### src/rtl/uart_cmd_link_pkg.sv
// Shared definitions for the UART command link: response modes, default
// response codes, FSM state encoding and the FIFO entry layout.
package uart_cmd_link_pkg;

  localparam int MODE_ECHO    = 0;
  localparam int MODE_ACK     = 1;
  localparam int MODE_DECODED = 2;

  localparam logic [7:0] DEF_ACK_BYTE  = 8'h3C;
  localparam logic [7:0] DEF_NACK_BYTE = 8'hC3;

  // Cycles spent waiting for uart_tx to go busy before the request is abandoned
  localparam int BUSY_TIMEOUT = 4;

  typedef enum logic [1:0] {
    ST_IDLE      = 2'd0,
    ST_START     = 2'd1,
    ST_WAIT_BUSY = 2'd2,
    ST_WAIT_DONE = 2'd3
  } link_state_t;

  typedef struct packed {
    logic       bad;
    logic [7:0] dec;
    logic [7:0] raw;
  } fifo_entry_t;

endpackage

### src/rtl/uart_cmd_link_hamm74.sv
// Combinational SECDED decoder for Hamming(7,4) with an overall parity bit in b7.
// Bit layout: b0=p1 b1=p2 b2=d0 b3=p3 b4=d1 b5=d2 b6=d3 b7=overall parity.
module hamm74_secded_dec (
  input  logic [7:0] in,
  output logic [3:0] nibble,
  output logic       corrected,
  output logic       double_err
);

  logic [2:0] w_syn;
  logic       w_par;

  assign w_syn = {in[3] ^ in[4] ^ in[5] ^ in[6],
                  in[1] ^ in[2] ^ in[5] ^ in[6],
                  in[0] ^ in[2] ^ in[4] ^ in[6]};
  assign w_par = ^in;

  // A non-zero syndrome with odd overall parity is a single error at position syn
  assign corrected  = (w_syn != 3'd0) &  w_par;
  assign double_err = (w_syn != 3'd0) & ~w_par;

  assign nibble = {in[6] ^ (corrected & (w_syn == 3'd7)),
                   in[5] ^ (corrected & (w_syn == 3'd6)),
                   in[4] ^ (corrected & (w_syn == 3'd5)),
                   in[2] ^ (corrected & (w_syn == 3'd3))};

endmodule

### src/rtl/uart_cmd_link.sv
// Protocol layer between uart_rx and uart_tx: decodes received bytes, queues them,
// emits good commands and sends exactly one response byte per queued byte.
module uart_cmd_link
  import uart_cmd_link_pkg::*;
#(
  parameter int         DEPTH     = 8,
  parameter int         MODE      = MODE_ECHO,
  parameter int         HAMMING   = 1,
  parameter logic [7:0] ACK_BYTE  = DEF_ACK_BYTE,
  parameter logic [7:0] NACK_BYTE = DEF_NACK_BYTE
) (
  input  logic                       clk,
  input  logic                       reset,
  input  logic [7:0]                 rx_data,
  input  logic                       rx_done,
  input  logic                       rx_parity_error,
  output logic [7:0]                 tx_data,
  output logic                       tx_start,
  input  logic                       tx_busy,
  output logic                       cmd_valid,
  output logic [7:0]                 cmd_byte,
  output logic [$clog2(DEPTH):0]     fifo_level,
  output logic                       overflow,
  output logic [15:0]                err_count
);

  localparam int             AW       = $clog2(DEPTH);
  localparam logic [AW:0]    FULL_LVL = (AW + 1)'(DEPTH);

  logic [3:0]  w_nibble;
  logic        w_unused_corrected;
  logic        w_double;
  logic        w_bad;
  logic [7:0]  w_dec;
  fifo_entry_t w_entry;
  fifo_entry_t w_head;
  logic        w_full;
  logic        w_empty;
  logic        w_pop;
  logic        w_push;

  fifo_entry_t r_mem [DEPTH];
  logic [AW-1:0] r_wr_ptr;
  logic [AW-1:0] r_rd_ptr;
  logic [AW:0]   r_level;
  logic          r_overflow;
  logic [15:0]   r_err;
  link_state_t   r_state;
  logic [1:0]    r_wait_cnt;

  hamm74_secded_dec u_dec (
    .in         (rx_data),
    .nibble     (w_nibble),
    .corrected  (w_unused_corrected),
    .double_err (w_double)
  );

  assign w_bad   = rx_parity_error | ((HAMMING != 0) & w_double);
  assign w_dec   = (HAMMING != 0) ? {4'h0, w_nibble} : rx_data;
  assign w_entry = '{bad: w_bad, dec: w_dec, raw: rx_data};
  assign w_head  = r_mem[r_rd_ptr];

  assign w_full  = (r_level == FULL_LVL);
  assign w_empty = (r_level == '0);
  // A pop frees a slot in the same edge, so a full FIFO still accepts a push then
  assign w_pop   = (r_state == ST_IDLE) & ~w_empty;
  assign w_push  = rx_done & (~w_full | w_pop);

  assign fifo_level = r_level;
  assign overflow   = r_overflow;
  assign err_count  = r_err;

  function automatic logic [7:0] f_response(input fifo_entry_t e);
    if (MODE == MODE_ECHO)     return e.raw;
    else if (MODE == MODE_ACK) return e.bad ? NACK_BYTE : ACK_BYTE;
    else                       return e.bad ? NACK_BYTE : e.dec;
  endfunction

  always_ff @(posedge clk or posedge reset) begin
    if (reset) begin
      for (int i = 0; i < DEPTH; i++) r_mem[i] <= '0;
      r_wr_ptr   <= '0;
      r_rd_ptr   <= '0;
      r_level    <= '0;
      r_overflow <= 1'b0;
      r_err      <= '0;
    end else begin
      if (w_push) begin
        r_mem[r_wr_ptr] <= w_entry;
        r_wr_ptr        <= r_wr_ptr + 1'b1;
      end
      if (w_pop) r_rd_ptr <= r_rd_ptr + 1'b1;
      if (w_push && !w_pop)      r_level <= r_level + 1'b1;
      else if (!w_push && w_pop) r_level <= r_level - 1'b1;
      if (rx_done && !w_push) r_overflow <= 1'b1;
      // Dropped bytes still count as errors when bad
      if (rx_done && w_bad && (r_err != 16'hFFFF)) r_err <= r_err + 16'd1;
    end
  end

  always_ff @(posedge clk or posedge reset) begin
    if (reset) begin
      r_state    <= ST_IDLE;
      r_wait_cnt <= '0;
      tx_start   <= 1'b0;
      tx_data    <= '0;
      cmd_valid  <= 1'b0;
      cmd_byte   <= '0;
    end else begin
      tx_start  <= 1'b0;
      cmd_valid <= 1'b0;
      case (r_state)
        ST_IDLE: begin
          if (!w_empty) begin
            tx_start <= 1'b1;
            tx_data  <= f_response(w_head);
            if (!w_head.bad) begin
              cmd_valid <= 1'b1;
              cmd_byte  <= w_head.dec;
            end
            r_state <= ST_START;
          end
        end
        ST_START: begin
          r_wait_cnt <= '0;
          r_state    <= ST_WAIT_BUSY;
        end
        ST_WAIT_BUSY: begin
          // A request uart_tx never acknowledges is dropped, not retried
          if (tx_busy)                                    r_state <= ST_WAIT_DONE;
          else if (r_wait_cnt == 2'(BUSY_TIMEOUT - 1))    r_state <= ST_IDLE;
          else                                            r_wait_cnt <= r_wait_cnt + 2'd1;
        end
        ST_WAIT_DONE: begin
          if (!tx_busy) r_state <= ST_IDLE;
        end
        default: r_state <= ST_IDLE;
      endcase
    end
  end

endmodule

### config.mk
export PLATFORM = sky130hd
export DESIGN_NAME = uart_cmd_link
export DESIGN_NICKNAME = d
export VERILOG_FILES = /design/src/rtl/uart_cmd_link_pkg.sv /design/src/rtl/uart_cmd_link_hamm74.sv /design/src/rtl/uart_cmd_link.sv
export SDC_FILE = /design/constraint.sdc
export NUM_CORES = 1
export LEC_CHECK = 0
export CAP_MARGIN = 25
export CORE_MARGIN = 5
export CORE_UTILIZATION = 53
export CTS_CLUSTER_SIZE = 40
export DETAILED_ROUTE_END_ITERATION = 12
export GPL_TIMING_DRIVEN = 0
export PLACE_DENSITY = 0.81
export SKIP_LAST_GASP = 1
export SYNTH_ARGS = -nofsm -noshare
export SYNTH_HDL_FRONTEND = slang
export SYNTH_SLANG_ARGS = --single-unit
### constraint.sdc
create_clock -name clk -period 5 [get_ports clk]
set_input_delay 1 -clock clk [delete_from_list [all_inputs] [get_ports clk]]
set_output_delay 1 -clock clk [all_outputs]
set_load 0.03 [all_outputs]
=== Yosys cells after proc, flatten, opt, wreduce, memory -nomap -nowiden ===
Cells that the tools add are included.

* Flip-flop bits (word level): 185
* Input port bits: 13
* Output and inout port bits: 39
* Logic and storage cells: 127

* $add $sub $neg: 6
* $lt $le $gt $ge: 3
* Equal/unequal tests: 15
* Muxes and demuxes: 21
* Bitwise gates (word level): 29
* Reduce and logical (&&, ||, !) cells: 18

{| class="wikitable"
|+ Operator list
! cell !! number
|-
| 136-bit bitwise mux || 1
|-
| 17-bit binary-select mux with 3-bit select || 1
|-
| 17-bit demux with 3-bit select || 1
|-
| 17-bit two-way mux || 3
|-
| 16-bit by 1-bit adder with 16-bit output, second input constant || 1
|-
| 16-bit inequality test, second input constant || 1
|-
| 1-bit XOR || 13
|-
| 2-bit two-way mux || 6
|-
| 3-bit == test, second input constant || 3
|-
| 3-bit AND reduction || 3
|-
| 1-bit AND || 8
|-
| 4-bit >= comparator, second input constant || 2
|-
| 4-bit two-way mux || 2
|-
| 2-bit inequality test, second input constant || 4
|-
| 3-bit NOT with 4-bit output || 2
|-
| 2-bit case mux with 4 select lines || 1
|-
| 8-bit parity || 1
|-
| 3-bit by 1-bit adder with 3-bit output, second input constant || 2
|-
| 2-bit == test, second input constant || 3
|-
| 1-bit logical AND || 6
|-
| 1-bit two-way mux || 5
|-
| 4-bit by 1-bit adder with 4-bit output, second input constant || 1
|-
| 4-bit == test, second input constant || 1
|-
| 4-bit logical NOT || 1
|-
| 14 further kinds || 20
|}

=== Logic depth before layout (Yosys ltp) ===
* Depth after elaboration: 9
* Mapped depth: 12
* Mapped depth without buffers: 11

=== Cells and area by module ===
From an unflattened synthesis, not the netlist that was laid out.

* Cells, all modules: 498
* Area, all modules: 7131.8 um2

{| class="wikitable"
|+ Modules (own cells, without submodules)
! module !! instances !! cells an instance !! area each (um2)
|-
| uart_cmd_link || 1 || 474 || 6862.8
|-
| hamm74_secded_dec || 1 || 24 || 269.0
|}

=== Least setup slack after synthesis ===
Ideal clock, no wire load.

* Path kind: input to register
* From: in rx_done
* To: reg r_level[3] (netlist: fifo_level[3])
* Setup time: 0.136 ns
* Arrival: 2.718 ns
* Data required time: 4.864 ns
* Path slack: 2.145 ns
* Stages on the path: 10
* Buffers on the path: 1
* Cells stage by stage: clkbuf_1 > nor2b_1 > ha_1 > inv_1 > ha_1 > a21o_1 > a21oi_1 > xnor2_1 > nor2_1 > xor2_1

* Longest elaborated chain between the ends: 4

{| class="wikitable"
|+ RTL lines
! what !! RTL line !! text
|-
| start: declaration || uart_cmd_link.sv:15 || <nowiki>input logic rx_done,</nowiki>
|-
| 1-bit AND * || uart_cmd_link.sv:67 || <nowiki>assign w_push = rx_done & (~w_full | w_pop);</nowiki>
|-
| named net w_push || uart_cmd_link.sv:40 || <nowiki>logic w_push;</nowiki>
|-
| 1-bit logical NOT || uart_cmd_link.sv:94 || <nowiki>else if (!w_push && w_pop) r_level <= r_level - 1'b1;</nowiki>
|-
| 1-bit logical AND || uart_cmd_link.sv:94 ||
|-
| 2-bit nonzero test (no source line) || -- ||
|-
| end signal: assignment || uart_cmd_link.sv:93 || <nowiki>if (w_push && !w_pop) r_level <= r_level + 1'b1;</nowiki>
|-
| end signal: assignment || uart_cmd_link.sv:94 ||
|-
| end: declaration || uart_cmd_link.sv:45 || <nowiki>logic [AW:0] r_level;</nowiki>
|}

The timed path passes the listed nets; every way through them passes the cells marked *.
A chain may end at the register's enable or synchronous reset.

=== Worst setup path after layout ===
* From: reg r_state[1]
* To: reg r_level[3] (netlist: fifo_level[3])

* Longest elaborated chain between the ends: 7

{| class="wikitable"
|+ RTL lines
! what !! RTL line !! text
|-
| start: declaration || uart_cmd_link.sv:48 || <nowiki>link_state_t r_state;</nowiki>
|-
| start signal: assignment || uart_cmd_link.sv:103 || <nowiki>r_state <= ST_IDLE;</nowiki>
|-
| start signal: assignment || uart_cmd_link.sv:121 || <nowiki>r_state <= ST_START;</nowiki>
|-
| start signal: assignment || uart_cmd_link.sv:126 || <nowiki>r_state <= ST_WAIT_BUSY;</nowiki>
|-
| 2-bit logical NOT * || uart_cmd_link.sv:66 || <nowiki>assign w_pop = (r_state == ST_IDLE) & ~w_empty;</nowiki>
|-
| 1-bit AND * || uart_cmd_link.sv:66 ||
|-
| named net w_pop || uart_cmd_link.sv:39 || <nowiki>logic w_pop;</nowiki>
|-
| 1-bit OR || uart_cmd_link.sv:67 ||
|-
| 1-bit AND || uart_cmd_link.sv:67 ||
|-
| 1-bit logical NOT || uart_cmd_link.sv:94 ||
|-
| 1-bit logical AND || uart_cmd_link.sv:94 ||
|-
| 2-bit nonzero test (no source line) || -- ||
|}

Marked as above.

==> impl_metrics.yaml <==
final_layout:
  drive_above_1_share: 0.254
  final-seq-area_um2: 3730
  layout.filler_cells: 940
  area_of_the_multi_input_gates_um2: 3050
  areaGrowthSynthToFinish_pct: 18.4
  design.final.nets: 644
  antenna_cells_inserted: 0
clocking:
  post_cts.resized_instances: 0
  clock_path_buffers: 2
  cts.hold.buffers_added: 0
  ctsHtreeMaxLevel: 4
  clk_transition_reported_paths_ns: 0.06
  worst_skew_pair.late_latency_ns: 0.42
  cts_tree: "done"
  cts_made_buffers: 17
  clock_sink_total: 149
  cts_setup_buffers: 0
  clockRootBuffer: "clkbuf_16"
drt:
  viasPerCell: 5.67
  antenna_violating_nets_post_route: 0
  dr_total_vias: 4588
  route.final.wire_length_um: 14800
  violation_count_after_the_first_detailed_routing_iteration: 276
  average_wire_length_per_cell_after_detail_routing_um: 18.3
  dr.pass1.iters: 5
  route.detailed.drc: 0
synthesis:
  post_synthesis_cell_type_count: 44
  synth_cells: 554
  synth_top_cells_by_count: "dfrtp_1, mux2_2, nand2_1"
  synth_top_cell_by_area: "dfrtp_1"
  synth.most_common_cell: "dfrtp_1"
  synth-warning-count: 0
  synth-async-reset-ratio: 1.00
  synth.ff_latch_count: 149
  post_synth.cell_area_avg_um2: 12.6
  synth.top_cells.by_area: "dfrtp_1, mux2_2, mux4_2"
  synth_largest_type_area_fraction: 0.534
  synth-seq-area-share: 0.534
  synth-main-ff-cell: "dfrtp_1"
  synth_edf_count: 0
  netlist_area_um2: 6990
worst_setup_path:
  critPathMaxFanout: 10
  r2r.worst_path.cells: 12
  crit_buf_inv: 4
  cp_cell_sequence: "buf_2 > nor3_1 > clkbuf_1 > inv_1 > ha_1 > inv_1 > ha_1 > a21o_1 > a21oi_1 > xnor2_1 > nor2_1 > xor2_1"
  rrSetupSlack_ns: 1.78
  cp_slowest_stage_delay_ns: 0.68
  timing.critical_path.arrival_ns: 3.52
  timing.critical_path.depth: 12
  worst_ep_required_time_ns: 5.30
  timing.critical_path.to_type: "flop"
  slowest_stage: "nor3_1"
  rr_startpoint: "r_state[1]"
  worst_setup_path_startpoint: "r_state[1]"
  cp_top_family: "buffers and inverters"
  worst_r2r_endpoint: "fifo_level[3]"
  worst-setup-path-type: "reg -> reg"
  cp-start-kind: "flop"
  worst_setup_path_endpoint: "fifo_level[3]"
floorplan:
  die_h_um: 125
  core_area_um2: 13100
  num_io_pins: 52
  die_w_um: 125
  die_area_um2: 15600
  floorplan.rows: 42
  floorplan.initialDensity: 0.534
sta:
  final_tns_setup_ns: 0
  rsz0062_at_grt: "false"
  worst_margin_pin_slew_ns: 0.873
  max-slew-margin-rel: 0.412
  final_min_period_over_clock_period: 0.644
  report.final.setup_viol: 0
  finalClockSkew_ns: 0.00566
  max_freq_mhz: 311
  period_needed_ns: 3.22
  slew_viol_final: 0
  hold_violations: 0
place:
  dp_hpwl_um: 10400
  globalplace.congestion: 0.802
  placement.io_buffers: 43
global_routing:
  antenna_found_initial: 0
  grt_util_all_layers: 0.201
  overflow: 0
  grt_pass1_wl_um: 25000
  grt_start_max_net_pins: 38
  vias_in_the_first_global_route: 4901
worst_hold_path:
  worst_hold_path_type: "reg -> reg"
pwr:
  static-leakage-power_nw: 3.51
  vdd.ir_drop.worst_mv: 0.342
  power_per_cell_area_nw_per_um2: 666
  finalPower_mw: 5.51
run:
  max_cap_viol: 0
run_status:
  outcome: "finished clean"
cells by family (layout without fill, tap and decap cells):
group	count (synthesis)	after routing	share of synthesized area
mux	111	111	0.219
simple gates	138	138	0.0947
buf+inv	43	119	0.0320
fa+ha+maj	8	8	0.0154
flops	149	149	0.534
xor+xnor	36	36	0.0521
other cells	1	4	0.000537
compound gates	68	68	0.0526
report_power, final:
group          switching [mW]  leakage (nW)  total (mW)  internal [mW]
combinational            1.11          1.45        2.24           1.12
sequential              0.335          1.80        2.10           1.77
clock                   0.451         0.265        1.18          0.726
layout by cell type (no fill, tap or decap), types with 3 or more instances in the layout:
| cell type | synthesis | routed |
|---|---|---|
| nand3_1 | 3 | 3 |
| clkbuf_16 | 0 | 17 |
| buf_12 | 0 | 4 |
| clkbuf_1 | 17 | 21 |
| mux4_2 | 26 | 26 |
| clkdlybuf4s50_1 | 0 | 43 |
| buf_6 | 4 | 4 |
| nor2b_1 | 3 | 3 |
| nor3b_1 | 3 | 3 |
| buf_4 | 5 | 5 |
| buf_2 | 11 | 11 |
| conb_1 | 1 | 4 |
| inv_1 | 4 | 3 |
| dfrtp_1 | 149 | 149 |
| nand4_1 | 8 | 8 |
| xor2_1 | 16 | 16 |
| mux2i_1 | 13 | 13 |
| nand2b_1 | 3 | 3 |
| ha_1 | 7 | 7 |
| a21oi_1 | 33 | 33 |
| nor4_1 | 8 | 8 |
| nand2_1 | 45 | 45 |
| o21ai_0 | 29 | 29 |
| xnor2_2 | 4 | 4 |
| mux2_2 | 71 | 71 |
| nor2_1 | 41 | 41 |
| xnor2_1 | 15 | 15 |
| clkbuf_8 | 0 | 4 |
| nor3_1 | 10 | 10 |
per-layer routing:
metal  vias to the layer above  part of all wire  routed length (um)  global-route usage
met1                      2347              0.43                6320               0.257
met4                         0             0.023                 338              0.0797
met5                         -                 0                   0                   0
met3                        32             0.052                 774              0.0600
li1                       2089                 -                   -                   -
met2                       120              0.50                7330               0.325
stage by stage:
stage               hold slack (ns)  cell area, um2  utilization  instances  setup slack [ns]
floorplan                     0.445            7000            -        557              2.13
CTS                           0.469            8280        0.633        809              1.72
detailed placement            0.456            7730        0.591        780              1.47
finish                        0.463            8280        0.633        809              1.78
global route                  0.502            8280        0.633        809              1.50
global placement              0.442            7650        0.585        776              1.02
cell type report:
| type | count | area share |
|---|---|---|
| flip-flops and latches | 149 | 0.450 |
| multi-input cells | 365 | 0.368 |
| repair buffers | 47 | 0.0617 |
| clock buffers | 25 | 0.0599 |
| well taps | 176 | 0.0266 |
| plain buffers | 39 | 0.0252 |
| clock inverters | 4 | 0.00574 |
| inverters | 4 | 0.00227 |
worst register-to-register path: stages (launching register included):
cell and delay (ns):
dfrtp_1 0.36, buf_2 0.17, nor3_1 0.68, clkbuf_1 0.44
inv_1 0.15, ha_1 0.25, inv_1 0.12, ha_1 0.25
a21o_1 0.18, a21oi_1 0.16, xnor2_1 0.13, nor2_1 0.06
xor2_1 0.14
how the worst min path moves through the flow:
stage | startpoint | to | slack (ns) | cells after the start
final | overflow | overflow | 0.46 | 1
after floorplan | r_mem[25] | r_mem[25] | 0.44 | 2
after detailed placement | overflow | overflow | 0.46 | 1
after global placement | overflow | overflow | 0.44 | 1
after global routing | overflow | overflow | 0.50 | 1
after CTS | overflow | overflow | 0.47 | 1
registers in the layout, indices dropped and copies added, names as in the netlist, 2 cells and up:
signal      flops
r_wr_ptr        3
fifo_level      4
r_wait_cnt      2
err_count      16
tx_data         8
cmd_byte        4
r_rd_ptr        3
r_state         2
r_mem         104
(Power assumes the default switching activity.)
==> RTL edit, RTL diff (same settings) <==
Reset style: synchronous (`reset`), changed in 2 clocked blocks.
--- a/src/rtl/uart_cmd_link.sv
+++ b/src/rtl/uart_cmd_link.sv
@@ -78,3 +78,3 @@
 
-  always_ff @(posedge clk or posedge reset) begin
+  always_ff @(posedge clk) begin
     if (reset) begin
@@ -100,3 +100,3 @@
 
-  always_ff @(posedge clk or posedge reset) begin
+  always_ff @(posedge clk) begin
     if (reset) begin
Behaviour: differs if reset is asserted again (counterexample within 4 cycles, from zero or initial values and one cycle with reset high); with reset held inactive, the same outputs for 10 cycles.
==> RTL edit against the unedited design <==
  * Worst setup slack lost 0.35 ns
  * Critical path type is now in2reg
  * Count of clock-buffer cells in the layout shrank 7
  * Sequential cell count grew 3
  * Synthesized area grew 0.63%
  * Final area grew 1.3%
  * Wire length grew 10%
Power is not compared: it rests on default switching activity, and its combinational part moved more than twofold at a synthesized area within 25%.
==> RTL edit: results (changes against the unedited design) <==
| Metric | Value |
|---|---|
| IO buf count | 46 (+7.0%) |
| Clk slew on worst S/H paths | 0.06 ns (about the same) |
| Max reg flops | 104 (unchanged) |
| Root buf cell | clkbuf_16 |
| Largest net degree at the start of global routing | 17 (-55%) |
| Synth top cells by count | nor2_1, edfxtp_1, and2_1, dfxtp_1, a21oi_1 |
| Lkg Pwr | 0.00298 uW |
| Fin nets | 671 (+4.2%) |
| Via count | 4875 (+6.3%) |
| Seq/Total Area, Yosys | 58.1% (+4.7 points) |
| Crit Path Max Fanout | 13 (+3) |
| Delay of the slowest cell on the worst path | 0.65 ns (-0.03 ns) |
| Vias in the first global route | 4954 (+1.1%) |
| Proportion of layout cells with a drive suffix above 1 | 10.7% (-15 points) |
| Largest register by flop count | r_mem |
| Routability Congestion | 0.822 (+2.6%) |
| Hold Path End | overflow$_SDFFE_PP0P_ |
| Fillcell total | 949 (+0.96%) |
| Hold depth | 2 (+1) |
| Initial antenna violation count | 0 (unchanged) |
| Post-DP Area | 7720 um2 (-0.13%) |
| Status | finished clean |
| Class of the worst hold path | reg2reg |
| Clock Latency Late Sink | 0.43 ns |
| R2R cell count | 13 (+1) |
| First-pass GRT wire length | 26.2 mm (+5.1%) |
| Dominant cells by area after synthesis | edfxtp_1, dfxtp_1, mux4_2 |
| Dpl ws | 1.05 ns (-0.425 ns) |
| H-tree depth | 4 (unchanged) |
| Cell variety after synth | 51 (+16%) |
| Post-synth top flop | edfxtp_1 |
| R2R Path End | fifo_level[3]$_SDFFE_PP0P_ |
| VDD IR max | 0.241 mV |
| Drt pass-1 iters | 5 (unchanged) |
| Hpwl dp | 10.9 mm (+4.7%) |
| Critical path's slowest cell | clkdlybuf4s50_1 |
| GRT Overall Usage | 21.4% (+1.3 points) |
| Slew of the pin with the lowest slew margin | 0.943 ns (+0.0700 ns) |
| CTS resizes | 0 (unchanged) |
| Clock Path Buffers | 2 (unchanged) |
| Synth warn | 0 (unchanged) |
| R2R Setup Slk | about 1.8 ns |
| Post-CTS setup buffers | 0 (unchanged) |
| HP Start | overflow$_SDFFE_PP0P_ |
| Post-synth ARST share | 0% (-100 points) |
| Antenna cells | 0 (unchanged) |
| WP data arrival | 3.63 ns (+0.11 ns) |
| Routed WL | 16.3 mm (+10%) |
| DRT iter0 DRCs | 439 (+59%) |
| Clk_skew | 0.00753 ns (+0.00187 ns) |
| EDFF count, synth | 104 (+104) |
| Cts bufs inserted | 17 (unchanged) |
| Reg2Reg Launch Point | r_state[1]$_SDFFE_PP0P_ |
## RTL edit: cell count changes after synthesis, sizes merged, moves of 47 or more
cell,unedited run,this run
and2,1,48
edfxtp,0,104
dfxtp,0,48
nor2,43,105
mux2,72,3
dfrtp,149,0
## RTL edit: logic make-up after synthesis
group | Yosys count | synth area share (%)
compound gates | 60 | 5.36
xor+xnor | 21 | 3.02
fa+ha+maj | 8 | 1.53
buf+inv | 50 | 2.99
flops | 152 | 58.1
mux | 47 | 11.4
other cells | 1 | 0.0533
simple gates | 243 | 17.5
## RTL edit: area by class of cell
type / instances / area, um2 / share of cell area, %
flip-flops and latches: 152 / 4080 / 48.7
multi-input cells: 383 / 2750 / 32.8
repair buffers: 46 / 460 / 5.49
clock buffers: 18 / 429 / 5.12
clock inverters: 14 / 228 / 2.72
well taps: 176 / 220 / 2.63
plain buffers: 41 / 176 / 2.11
inverters: 9 / 33.8 / 0.403
## RTL edit: metrics by stage
step | total power, uW | hold WS, ns | instances
floorplan | 2320 | 0.482 | 585
global placement | 2600 | 0.468 | 807
detailed placement | 2650 | 0.478 | 807
CTS | 4070 | 0.492 | 839
global route | 4250 | 0.520 | 839
finish | 4070 | 0.484 | 839
## RTL edit: report_power, final
group | total [uW] | internal (uW) | switching, uW
combinational | 1080 | 454 | 627
clock | 1430 | 931 | 497
sequential | 1560 | 1480 | 76.0
total | 4070 | 2870 | 1200
## RTL edit: worst max path at each step
stage | cells past startpoint | from | end | slack (ns)
2_1_floorplan | 8 | rx_data[5] | err_count[10]$_SDFFE_PP0P_ | 1.90
3_3_place_gp | 10 | rx_data[0] | r_mem[5][12]$_SDFFCE_PN0P_ | 1.11
3_5_place_dp | 10 | rx_data[0] | r_mem[4][12]$_SDFFCE_PN0P_ | 1.05
4_1_cts | 10 | rx_data[0] | r_mem[0][12]$_SDFFCE_PN0P_ | 1.46
5_1_grt | 10 | rx_data[0] | r_mem[5][12]$_SDFFCE_PN0P_ | 1.25
6_report | 6 | rx_done | r_mem[6][1]$_SDFFCE_PN0P_ | 1.43
## RTL edit: layer usage
metal  global-route usage [%]  wire, um  vias to the layer above
met5                        0         0                        -
met4                     11.4       676                        0
met3                     3.97      1140                       45
met2                     35.3      8130                      210
met1                     27.1      6370                     2391
li1                         -         -                     2229
## RTL edit: worst max-delay path: cells and delay by family
kind / cells / cell delay [ns]
buf+inv: 2 / 0.86
simple gates: 4 / 1.76
